==> config.mk <==
export PLATFORM = sky130hd
export DESIGN_NAME = cell_resolver
export DESIGN_NICKNAME = d
export VERILOG_FILES = /design/src/rtl/cell_resolver.sv
export SDC_FILE = /design/constraint.sdc
export NUM_CORES = 1
export LEC_CHECK = 0
export BUFFER_PORTS_ARGS = -buffer_cell sky130_fd_sc_hd__buf_2
export CAP_MARGIN = 10
export CELL_PAD_IN_SITES_DETAIL_PLACEMENT = 1
export CELL_PAD_IN_SITES_GLOBAL_PLACEMENT = 1
export CORE_MARGIN = 5
export CORE_UTILIZATION = 40
export CTS_CLUSTER_DIAMETER = 120
export DETAILED_ROUTE_END_ITERATION = 8
export PLACE_DENSITY_LB_ADDON = 0.05
export SLEW_MARGIN = 0
export SYNTH_ARGS = -nofsm -noshare
export SYNTH_HDL_FRONTEND = slang
export SYNTH_SLANG_ARGS = --single-unit
==> constraint.sdc <==
create_clock -name clk -period 7.7 [get_ports clk]
set_clock_uncertainty 0.1 [all_clocks]
set_input_delay 0.77 -clock clk [delete_from_list [all_inputs] [get_ports clk]]
set_output_delay 0.77 -clock clk [all_outputs]
set_load 0.02 [all_outputs]
==> src/rtl/cell_resolver.sv <==
// Saper cell evaluator: resolves one reveal/flag action per request and counts
// adjacent mines with an 8-step neighbour scan. Result outputs are registered pulses.
module cell_resolver #(
    parameter int MAX_DIM = 16,
    parameter int IDX_W   = 5,
    parameter int CNT_W   = $clog2(MAX_DIM*MAX_DIM+1)
) (
    input  logic                       clk,
    input  logic                       rst,
    input  logic                       req,
    input  logic                       op,
    input  logic [IDX_W-1:0]           x_in,
    input  logic [IDX_W-1:0]           y_in,
    input  logic [IDX_W-1:0]           board_size,
    input  logic [CNT_W-1:0]           mine_total,
    input  logic [MAX_DIM*MAX_DIM-1:0] mine_map,
    input  logic                       board_clear,
    output logic                       busy,
    output logic                       done,
    output logic                       explode,
    output logic                       defuse,
    output logic                       mark_flag,
    output logic                       unmark_flag,
    output logic                       blocked,
    output logic [3:0]                 neighbor_cnt,
    output logic [CNT_W-1:0]           flag_count,
    output logic [CNT_W-1:0]           revealed_count,
    output logic                       all_clear
);

    localparam int NCELL = MAX_DIM * MAX_DIM;
    localparam int AW    = $clog2(NCELL);
    localparam int SW    = IDX_W + 1;
    localparam int TW    = ((2*IDX_W > CNT_W) ? 2*IDX_W : CNT_W) + 1;
    localparam logic [IDX_W:0] DIM_L = (IDX_W+1)'(MAX_DIM);

    typedef enum logic [1:0] {IDLE, EVAL, SCAN} state_t;

    state_t             state_q, state_d;
    logic [NCELL-1:0]   flag_q, flag_d, rev_q, rev_d;
    logic [IDX_W-1:0]   x_q, x_d, y_q, y_d, size_q, size_d;
    logic               op_q, op_d;
    logic [2:0]         k_q, k_d;
    logic [3:0]         acc_q, acc_d, nbr_q, nbr_d;
    logic [CNT_W-1:0]   flag_cnt_q, flag_cnt_d, rev_cnt_q, rev_cnt_d;
    logic               done_q, done_d, explode_q, explode_d, defuse_q, defuse_d;
    logic               mark_q, mark_d, unmark_q, unmark_d, blocked_q, blocked_d;

    function automatic logic [AW-1:0] cell_idx(input logic [IDX_W-1:0] cx,
                                               input logic [IDX_W-1:0] cy);
        logic [IDX_W+AW-1:0] wide;
        wide = (IDX_W+AW)'(cy) * (IDX_W+AW)'(MAX_DIM) + (IDX_W+AW)'(cx);
        return AW'(wide);
    endfunction

    logic            cur_in;
    logic [AW-1:0]   cur_idx;
    assign cur_in  = ({1'b0, x_q} < {1'b0, size_q}) && ({1'b0, y_q} < {1'b0, size_q})
                  && ({1'b0, x_q} < DIM_L) && ({1'b0, y_q} < DIM_L);
    assign cur_idx = cell_idx(x_q, y_q);

    // Neighbour k offsets: dx = -1,0,+1,-1,+1,-1,0,+1 ; dy = -1,-1,-1,0,0,+1,+1,+1
    logic signed [SW-1:0] dx, dy, nx, ny;
    logic [SW-1:0]        nxu, nyu;
    logic                 n_in, n_mine;
    logic [AW-1:0]        n_idx;

    always_comb begin
        dx = '0;
        dy = '0;
        case (k_q)
            3'd0, 3'd3, 3'd5: dx = -SW'(1);
            3'd2, 3'd4, 3'd7: dx = SW'(1);
            default:          dx = '0;
        endcase
        case (k_q)
            3'd0, 3'd1, 3'd2: dy = -SW'(1);
            3'd5, 3'd6, 3'd7: dy = SW'(1);
            default:          dy = '0;
        endcase
        nx     = $signed({1'b0, x_q}) + dx;
        ny     = $signed({1'b0, y_q}) + dy;
        nxu    = nx;
        nyu    = ny;
        n_in   = !nx[SW-1] && !ny[SW-1]
              && (nxu < {1'b0, size_q}) && (nyu < {1'b0, size_q})
              && (nxu < DIM_L) && (nyu < DIM_L);
        n_idx  = cell_idx(nxu[IDX_W-1:0], nyu[IDX_W-1:0]);
        n_mine = n_in && mine_map[n_idx];
    end

    always_comb begin
        state_d    = state_q;
        flag_d     = flag_q;
        rev_d      = rev_q;
        x_d        = x_q;
        y_d        = y_q;
        size_d     = size_q;
        op_d       = op_q;
        k_d        = k_q;
        acc_d      = acc_q;
        nbr_d      = nbr_q;
        flag_cnt_d = flag_cnt_q;
        rev_cnt_d  = rev_cnt_q;
        done_d     = 1'b0;
        explode_d  = 1'b0;
        defuse_d   = 1'b0;
        mark_d     = 1'b0;
        unmark_d   = 1'b0;
        blocked_d  = 1'b0;

        if (board_clear) begin
            // Clear also aborts any action in flight and swallows a same-cycle req
            state_d    = IDLE;
            flag_d     = '0;
            rev_d      = '0;
            flag_cnt_d = '0;
            rev_cnt_d  = '0;
        end else begin
            case (state_q)
                IDLE: begin
                    if (req) begin
                        x_d     = x_in;
                        y_d     = y_in;
                        op_d    = op;
                        size_d  = board_size;
                        state_d = EVAL;
                    end
                end
                EVAL: begin
                    state_d = IDLE;
                    done_d  = 1'b1;
                    if (!cur_in) begin
                        blocked_d = 1'b1;
                    end else if (op_q) begin
                        if (rev_q[cur_idx]) begin
                            blocked_d = 1'b1;
                        end else if (flag_q[cur_idx]) begin
                            flag_d[cur_idx] = 1'b0;
                            flag_cnt_d      = flag_cnt_q - CNT_W'(1);
                            unmark_d        = 1'b1;
                        end else begin
                            flag_d[cur_idx] = 1'b1;
                            flag_cnt_d      = flag_cnt_q + CNT_W'(1);
                            mark_d          = 1'b1;
                        end
                    end else if (flag_q[cur_idx] || rev_q[cur_idx]) begin
                        blocked_d = 1'b1;
                    end else if (mine_map[cur_idx]) begin
                        explode_d = 1'b1;
                    end else begin
                        rev_d[cur_idx] = 1'b1;
                        rev_cnt_d      = rev_cnt_q + CNT_W'(1);
                        k_d            = '0;
                        acc_d          = '0;
                        done_d         = 1'b0;
                        state_d        = SCAN;
                    end
                end
                SCAN: begin
                    acc_d = acc_q + {3'b000, n_mine};
                    k_d   = k_q + 3'd1;
                    if (k_q == 3'd7) begin
                        nbr_d    = acc_q + {3'b000, n_mine};
                        defuse_d = 1'b1;
                        done_d   = 1'b1;
                        state_d  = IDLE;
                    end
                end
                default: state_d = IDLE;
            endcase
        end
    end

    always_ff @(posedge clk) begin
        if (rst) begin
            state_q    <= IDLE;
            flag_q     <= '0;
            rev_q      <= '0;
            x_q        <= '0;
            y_q        <= '0;
            size_q     <= '0;
            op_q       <= 1'b0;
            k_q        <= '0;
            acc_q      <= '0;
            nbr_q      <= '0;
            flag_cnt_q <= '0;
            rev_cnt_q  <= '0;
            done_q     <= 1'b0;
            explode_q  <= 1'b0;
            defuse_q   <= 1'b0;
            mark_q     <= 1'b0;
            unmark_q   <= 1'b0;
            blocked_q  <= 1'b0;
        end else begin
            state_q    <= state_d;
            flag_q     <= flag_d;
            rev_q      <= rev_d;
            x_q        <= x_d;
            y_q        <= y_d;
            size_q     <= size_d;
            op_q       <= op_d;
            k_q        <= k_d;
            acc_q      <= acc_d;
            nbr_q      <= nbr_d;
            flag_cnt_q <= flag_cnt_d;
            rev_cnt_q  <= rev_cnt_d;
            done_q     <= done_d;
            explode_q  <= explode_d;
            defuse_q   <= defuse_d;
            mark_q     <= mark_d;
            unmark_q   <= unmark_d;
            blocked_q  <= blocked_d;
        end
    end

    // Safe-cell target goes non-positive on degenerate boards; never report clear then
    logic [2*IDX_W-1:0] size_sq;
    logic [TW-1:0]      sq_ext, mt_ext;
    assign size_sq = {{IDX_W{1'b0}}, board_size} * {{IDX_W{1'b0}}, board_size};
    assign sq_ext  = TW'(size_sq);
    assign mt_ext  = TW'(mine_total);
    assign all_clear = (sq_ext > mt_ext) && (TW'(rev_cnt_q) == (sq_ext - mt_ext));

    assign busy           = (state_q != IDLE);
    assign done           = done_q;
    assign explode        = explode_q;
    assign defuse         = defuse_q;
    assign mark_flag      = mark_q;
    assign unmark_flag    = unmark_q;
    assign blocked        = blocked_q;
    assign neighbor_cnt   = nbr_q;
    assign flag_count     = flag_cnt_q;
    assign revealed_count = rev_cnt_q;

endmodule

==> results of run 1 <==
==> cells in the mapped netlist, types with 31 or more instances <==
cell type,instances
buf_2,83
xnor2_1,31
clkbuf_1,263
o21ai_0,279
a22oi_1,56
inv_1,64
nand4_1,280
nand2_1,96
ha_1,67
mux2i_1,59
mux4_2,277
dfxtp_1,565
a21oi_1,319
a31oi_1,258
nor2_1,311
==> cell usage in the layout, fill, tap and decap left out, drive strengths merged, types with 4 or more instances in the layout <==
cell type and n:
o22ai 4, clkinv 11, bufinv 5, and3 9
a21oi 319, nand2b 9, xnor2 31, o211ai 7
a31oi 258, nor3 20, mux4 277, nor2b 19
mux2i 59, nor2 311, nor4 11, clkbuf 91
inv 71, a211oi 5, diode 6, nand4 280
nand3 20, a21o 18, buf 396, nand2 96
or3 11, and2 13, dfxtp 565, a22o 4
o21ai 281, fa 7, xor2 9, ha 67
a22oi 56, o21bai 6
==> critical path: stages (launching register included) <==
cell	delay (ns)
dfxtp_4	0.83
buf_12	0.51
mux4_2	0.58
a22oi_1	0.24
nand2_1	0.18
a22oi_1	0.23
nand4_1	0.12
or3_1	0.78
inv_6	0.48
fa_1	0.29
nor2b_1	0.05
o21ai_0	0.22
a21boi_0	0.17
o21ai_0	0.25
a21boi_0	0.16
o21ai_0	0.25
nand3_1	0.11
a2111oi_0	0.55
mux2i_1	0.24
==> cell families (layout without fill, tap and decap cells) <==
kind of cell             count (synthesis)  in the layout  synth area share [%]
buffers and inverters                  443            576                 5.949
XOR/XNOR                                40             40                 1.129
AND/OR/NAND/NOR                        813            813                 13.19
multiplexers                           338            338                 22.08
adder cells (fa/ha/maj)                 74             74                 3.154
other                                    0              6                     0
flip-flops                             565            565                 36.46
AO/OA/AOI/OAI                          984            984                 18.04
==> power by group <==
| group | internal, W | switching [W] |
|---|---|---|
| sequential | 0.00293 | 0.0000179 |
| clock | 0.00190 | 0.00134 |
| combinational | 0.000402 | 0.000583 |
| total | 0.00523 | 0.00194 |
==> worst paths after layout <==
check            start             to  cells past startpoint  slack [ns]
min            y_in[4]         y_q[4]                      3        0.31
max             x_q[0]  flag_count[8]                     18        1.17
max reg2reg     x_q[0]  flag_count[8]                     18        1.17
min reg2reg  size_q[1]      size_q[1]                      2        0.36
==> metal layers <==
| metal | up-vias | GRT usage, % | share of wire, % |
|---|---|---|---|
| li1 | 12640 | - | - |
| met1 | 15110 | 40.83 | 41 |
| met2 | 1289 | 50.16 | 47 |
| met3 | 289 | 4.436 | 7.6 |
| met4 | 6 | 12.07 | 4.1 |
| met5 | - | 0 | 0.029 |
==> stage by stage <==
stage,cells,setup slack (ns)
global placement,4316,1.382
finish,4436,1.171
detailed placement,4316,1.190
CTS,4430,1.133
floorplan,3257,1.848
global route,4435,0.6024
==> cell type report <==
class | count | area [um2]
inverter | 66 | 252.7
clock inverter | 23 | 286.5
tap | 1040 | 1301
multi-input combinational | 2249 | 18120
sequential | 565 | 11320
antenna | 6 | 15.01
timing repair buffer | 396 | 2337
fill | 8594 | 41680
clock buffer | 91 | 1899
==> flow_metrics.env, run 1 <==
export IMPL_cp_start_kind="flip-flop"
export IMPL_ys_seq_elements=565
export IMPL_design_area_um2=35530
export IMPL_fp_dieH_um=288.5
export IMPL_total_power_w=0.007170
export IMPL_crit_arrival_ns=6.98
export IMPL_p_per_area_nw_per_um2=201.8
export IMPL_cts_made_buffers=67
export IMPL_hpwl_um=82840
export IMPL_vias_per_cell=6.612
export IMPL_drive_gt1_share_pct=24.51
export IMPL_die_area_um2=83230
export IMPL_status="finished, final reports clean"
export IMPL_critPathKind="flip-flop to flip-flop"
export IMPL_cts_setup_buffers=0
export IMPL_rsz0062_at_grt="no"
export IMPL_hold_slack_ns=0.3097
export IMPL_avgSynthCellArea_um2=9.526
export IMPL_finalHoldViolCount=0
export IMPL_antenna_found_initial=9
export IMPL_num_vias=29330
export IMPL_row_count=102
export IMPL_drc=0
export IMPL_cts_max_level=3
export IMPL_synth_cell_types=64
export IMPL_synth_edff_count=0
export IMPL_routed_wl_um=131900
export IMPL_max_slew_margin_rel_pct=7.941
export IMPL_synthArstFlopShare_pct=0
export IMPL_final_util_pct=46.02
export IMPL_yosysSeqAreaShare_pct=36.46
export IMPL_die_w_um=288.5
export IMPL_synthCells=3257
export IMPL_core_area_um2=77210
export IMPL_maxCapViolations=0
export IMPL_grt_pass1_wl_um=196100
export IMPL_port_buffers=314
export IMPL_finalMaxSlewViolations=0
export IMPL_leakage_nw=11.80
export IMPL_nets=3704
export IMPL_grt_max_degree=220
export IMPL_synth_nets=3616
export IMPL_place_area_um2=33330
export IMPL_worstPathRequired_ns=8.15
export IMPL_synth_area_leader_cell="dfxtp_1"
export IMPL_grt_pass1_vias=30110
export IMPL_netlist_area_leader_share_pct=36.46
export IMPL_ys_flop_type="dfxtp_1"
export IMPL_fin_crit_sh_pct=84.79
export IMPL_cts_resized=0
export IMPL_syn2layout_area_growth_pct=14.53
export IMPL_fmax_mhz=153.2
export IMPL_start_util_pct=40.18
export IMPL_cts_tree="yes"
export IMPL_setup_tns_ns=0
export IMPL_setup_violations=0
export IMPL_grt_total_usage_pct=30.53
export IMPL_clock_path_buffers=3
export IMPL_place_gp_congestion=0.9544
export IMPL_ios=315
export IMPL_cp_end_kind="flip-flop"
export IMPL_drt_iter0_drc=2530
export IMPL_hold_class="primary input to flip-flop"
export IMPL_drtAntennaViolNets=0
export IMPL_cts_hold_buf=0
export IMPL_worstMarginPinSlew_ns=1.377
export IMPL_yosys_warnings=0
export IMPL_ir_worst_vdd_v=0.0001488
export IMPL_cp_max_fo=63
export IMPL_clk_latency_ns=0.61
export IMPL_cts_sinks=565
export IMPL_grt_overflow=0
export IMPL_ys_top_cells_by_area="dfxtp_1 (36%), mux4_2 (20%), nand4_1 (5.6%)"
export IMPL_first_pass_iters=5
export IMPL_clockRootBuffer="clkbuf_16"
export IMPL_clkSlewWorstSetupHoldPaths_ns=0.07
export IMPL_synth_area_um2=31020
export IMPL_routedWlPerCell_um=29.73
export IMPL_final_min_clock_period_ns=6.529
Power figures use the tool's default switching activity.
==> inputs of run 2 (changes only) <==
- ABC_AREA: default -> 1
- CORE_UTILIZATION: 40 -> 38
- clock period: 7.7 -> 5.9 ns (I/O delays scaled with it)
==> run 2 against run 1 <==
  * Sequential share of layout area is 3.1 points lower
  * Die area is 17% higher
  * Critical path depth is 7 higher
  * Total power is 46% higher
  * Largest cell class unchanged
==> flow_metrics.env, run 2 <==
export IMPL_final_min_clock_period_ns=5.640
export IMPL_crit_path_max_incr_delay_ns=0.55
export IMPL_ys_flop_type="dfxtp_1"
export IMPL_power_frac_clock_pct=41.9
export IMPL_drc=0
export IMPL_synth_xor_area_share_pct=0.9841
export IMPL_syn2layout_area_growth_pct=13.33
export IMPL_synth_top_family_by_area="simple AND/OR/NAND/NOR gates"
export IMPL_r2r_start="k_q[0]"
export IMPL_nFillCells=12370
export IMPL_sw_frac_of_total_pct=32.04
export IMPL_cp_start_kind="primary input"
export IMPL_cp_max_fo=3
export IMPL_ios=315
export IMPL_p_int_w=0.007108
export IMPL_port_buffers=314
export IMPL_clockRootBuffer="clkbuf_16"
export IMPL_maxCapViolations=0
export IMPL_clkSlewWorstSetupHoldPaths_ns=0.05
export IMPL_netlist_area_leader_share_pct=32.59
export IMPL_fmax_mhz=177.3
export IMPL_setup_tns_ns=0
export IMPL_vias_per_cell=5.367
export IMPL_synth_common_cells="nand2_1 (2254), a21oi_1 (693), nor2_1 (668)"
export IMPL_dp_cells=7051
export IMPL_total_power_w=0.01046
export IMPL_worstMarginPinSlew_ns=0.9965
export IMPL_cts_tree="yes"
export IMPL_grt_total_usage_pct=28.25
export IMPL_yosys_area_share_simple_pct=37.04
export IMPL_synthMuxAreaShare_pct=0
export IMPL_comb_power_share_pct=21.3
export IMPL_synth_adder_area_share_pct=2.819
export IMPL_design_area_um2=39340
export IMPL_avgSynthCellArea_um2=5.921
export IMPL_worstPathRequired_ns=5.21
export IMPL_cts_sinks=565
export IMPL_die_w_um=312.2
export IMPL_worstRegToRegCells=30
export IMPL_antenna_found_initial=5
export IMPL_min_delay_start="rst"
export IMPL_synth_compound_area_share_pct=16.83
export IMPL_synth_edff_count=0
export IMPL_critPathKind="primary input to primary output"
export IMPL_finalHoldViolCount=0
export IMPL_hpwl_um=93610
export IMPL_place_area_um2=36930
export IMPL_finalMaxSlewViolations=0
export IMPL_crit_slowest_cell="fa_1"
export IMPL_grt_overflow=0
export IMPL_setup_violations=0
export IMPL_routed_wl_um=143800
export IMPL_synth_cell_types=48
export IMPL_mostFrequentLayoutCell="nand2_1"
export IMPL_synth_area_um2=34710
export IMPL_pwr_share_seq_pct=36.8
export IMPL_p_per_area_nw_per_um2=265.9
export IMPL_grt_max_degree=146
export IMPL_drt_iter0_drc=2805
export IMPL_clk_latency_ns=0.62
export IMPL_yosys_warnings=0
export IMPL_hold_slack_ns=0.09230
export IMPL_ys_top_cells_by_area="dfxtp_1 (33%), nand2_1 (24%), a21oi_1 (10%)"
export IMPL_final_cells=7181
export IMPL_nets=6308
export IMPL_grt_pass1_wl_um=221900
export IMPL_cts_hold_buf=0
export IMPL_place_gp_congestion=0.8891
export IMPL_synth_area_leader_cell="dfxtp_1"
export IMPL_clock_path_buffers=3
export IMPL_cts_made_buffers=71
export IMPL_r2r_end="acc_q[2]"
export IMPL_synthCells=5862
export IMPL_status="finished, final reports clean"
export IMPL_drive_gt1_share_pct=9.602
export IMPL_cp_endpoint="all_clear"
export IMPL_ir_worst_vdd_v=0.0002042
export IMPL_first_pass_iters=8
export IMPL_drtAntennaViolNets=0
export IMPL_fp_dieH_um=312.2
export IMPL_start_util_pct=38.44
export IMPL_final_cell_mix="nand2_1 (2241), a21oi_1 (689), nor2_1 (665), dfxtp_1 (563), inv_1 (355)"
export IMPL_netSwitchingPower_w=0.003351
export IMPL_synth_most_common_cell="nand2_1"
export IMPL_core_area_um2=90290
export IMPL_num_vias=38540
export IMPL_cp_end_kind="primary output"
export IMPL_row_count=110
export IMPL_max_slew_margin_rel_pct=33.38
export IMPL_routedWlPerCell_um=20.03
export IMPL_fin_crit_sh_pct=95.59
export IMPL_rsz0062_at_grt="no"
export IMPL_cts_max_level=3
export IMPL_die_area_um2=97480
export IMPL_ys_seq_elements=565
export IMPL_synth_nets=6221
export IMPL_hold_class="primary input to flip-flop"
export IMPL_yosysSeqAreaShare_pct=32.59
export IMPL_crit_arrival_ns=4.95
export IMPL_crit_start="board_size[2]"
export IMPL_leakage_nw=15.90
export IMPL_reg2reg_slack_ns=0.65
export IMPL_synthArstFlopShare_pct=0
export IMPL_grt_pass1_vias=37740
-- run 2: cell count changes in the layout (fill, tap and decap cells not counted), sizes merged, moves of 75 or more --
| cell | previous run | this run |
|---|---|---|
| nand4 | 280 | 11 |
| a31oi | 258 | 13 |
| a21oi | 319 | 693 |
| o21ai | 281 | 356 |
| nand2 | 96 | 2255 |
| nand3 | 20 | 331 |
| nor2 | 311 | 673 |
| inv | 71 | 363 |
| mux4 | 277 | 0 |
-- run 2: what timing repair did --
action,in CTS,in global routing
endpoints found under the setup margin,1,1
pin swaps,0,7
cloned,0,0
gates resized for setup,1,16
buffers inserted,0,1
-- run 2: cells by family (layout without fill, tap and decap cells) --
kind of cell / Yosys count / after routing
buf+inv: 767 / 904
compound gates: 1130 / 1130
fa+ha+maj: 74 / 74
xor+xnor: 39 / 39
flops: 565 / 565
other cells: 0 / 6
simple gates: 3287 / 3287
-- run 2: power groups by stage --
stage	clock (W)	sequential, W	combinational (W)
after floorplan	0	0.00392	0.00135
after global placement	0	0.00393	0.00214
after detailed placement	0	0.00393	0.00217
after CTS	0.00448	0.00385	0.00218
after global routing	0.00463	0.00385	0.00243
final	0.00438	0.00385	0.00223
-- run 2: worst min path at each step --
stage | end | slack [ns] | cells after the start
finish | neighbor_cnt[2] | 0.09 | 2
global route | neighbor_cnt[2] | 0.07 | 2
CTS | neighbor_cnt[2] | 0.05 | 2
detailed placement | rev_q[158] | 0.35 | 2
global placement | rev_q[216] | 0.34 | 2
floorplan | rev_q[0] | 0.33 | 2
-- run 2: routing by layer --
layer | part of all wire (%) | GRT usage (%) | routed length (um) | up-vias
li1 | - | - | - | 18810
met1 | 46 | 38.04 | 65510 | 18650
met2 | 47 | 47.84 | 67410 | 868
met3 | 4.4 | 3.008 | 6347 | 209
met4 | 3.2 | 8.723 | 4530 | 0
met5 | 0 | 0 | 0 | -
-- run 2: layout make-up --
| cell class | count | area [um2] | share of cell area [%] |
|---|---|---|---|
| sequential | 565 | 11320 | 28.77 |
| multi-input combinational | 4530 | 20170 | 51.27 |
| clock buffer | 105 | 2087 | 5.306 |
| clock inverter | 18 | 216.5 | 0.5503 |
| antenna | 6 | 15.01 | 0.03817 |
| tap | 1176 | 1471 | 3.741 |
| inverter | 363 | 1388 | 3.528 |
| timing repair buffer | 418 | 2671 | 6.791 |
-- run 2: critical path: cells and delay by family --
| kind | cells | cell delay [ns] |
|---|---|---|
| AO/OA/AOI/OAI | 8 | 1.00 |
| XOR/XNOR | 2 | 0.34 |
| adder cells (fa/ha/maj) | 5 | 2.08 |
| buffers and inverters | 5 | 0.46 |
| AND/OR/NAND/NOR | 5 | 0.48 |
-- run 2: metrics by stage --
stage | util (%) | setup slack (ns)
final | 43.57 | 0.2600
after detailed placement | 40.91 | 0.003635
after CTS | 43.46 | 0.05224
after global placement | 40.91 | 0.03166
after global routing | 43.56 | 0.01611
after floorplan | - | 0.2834
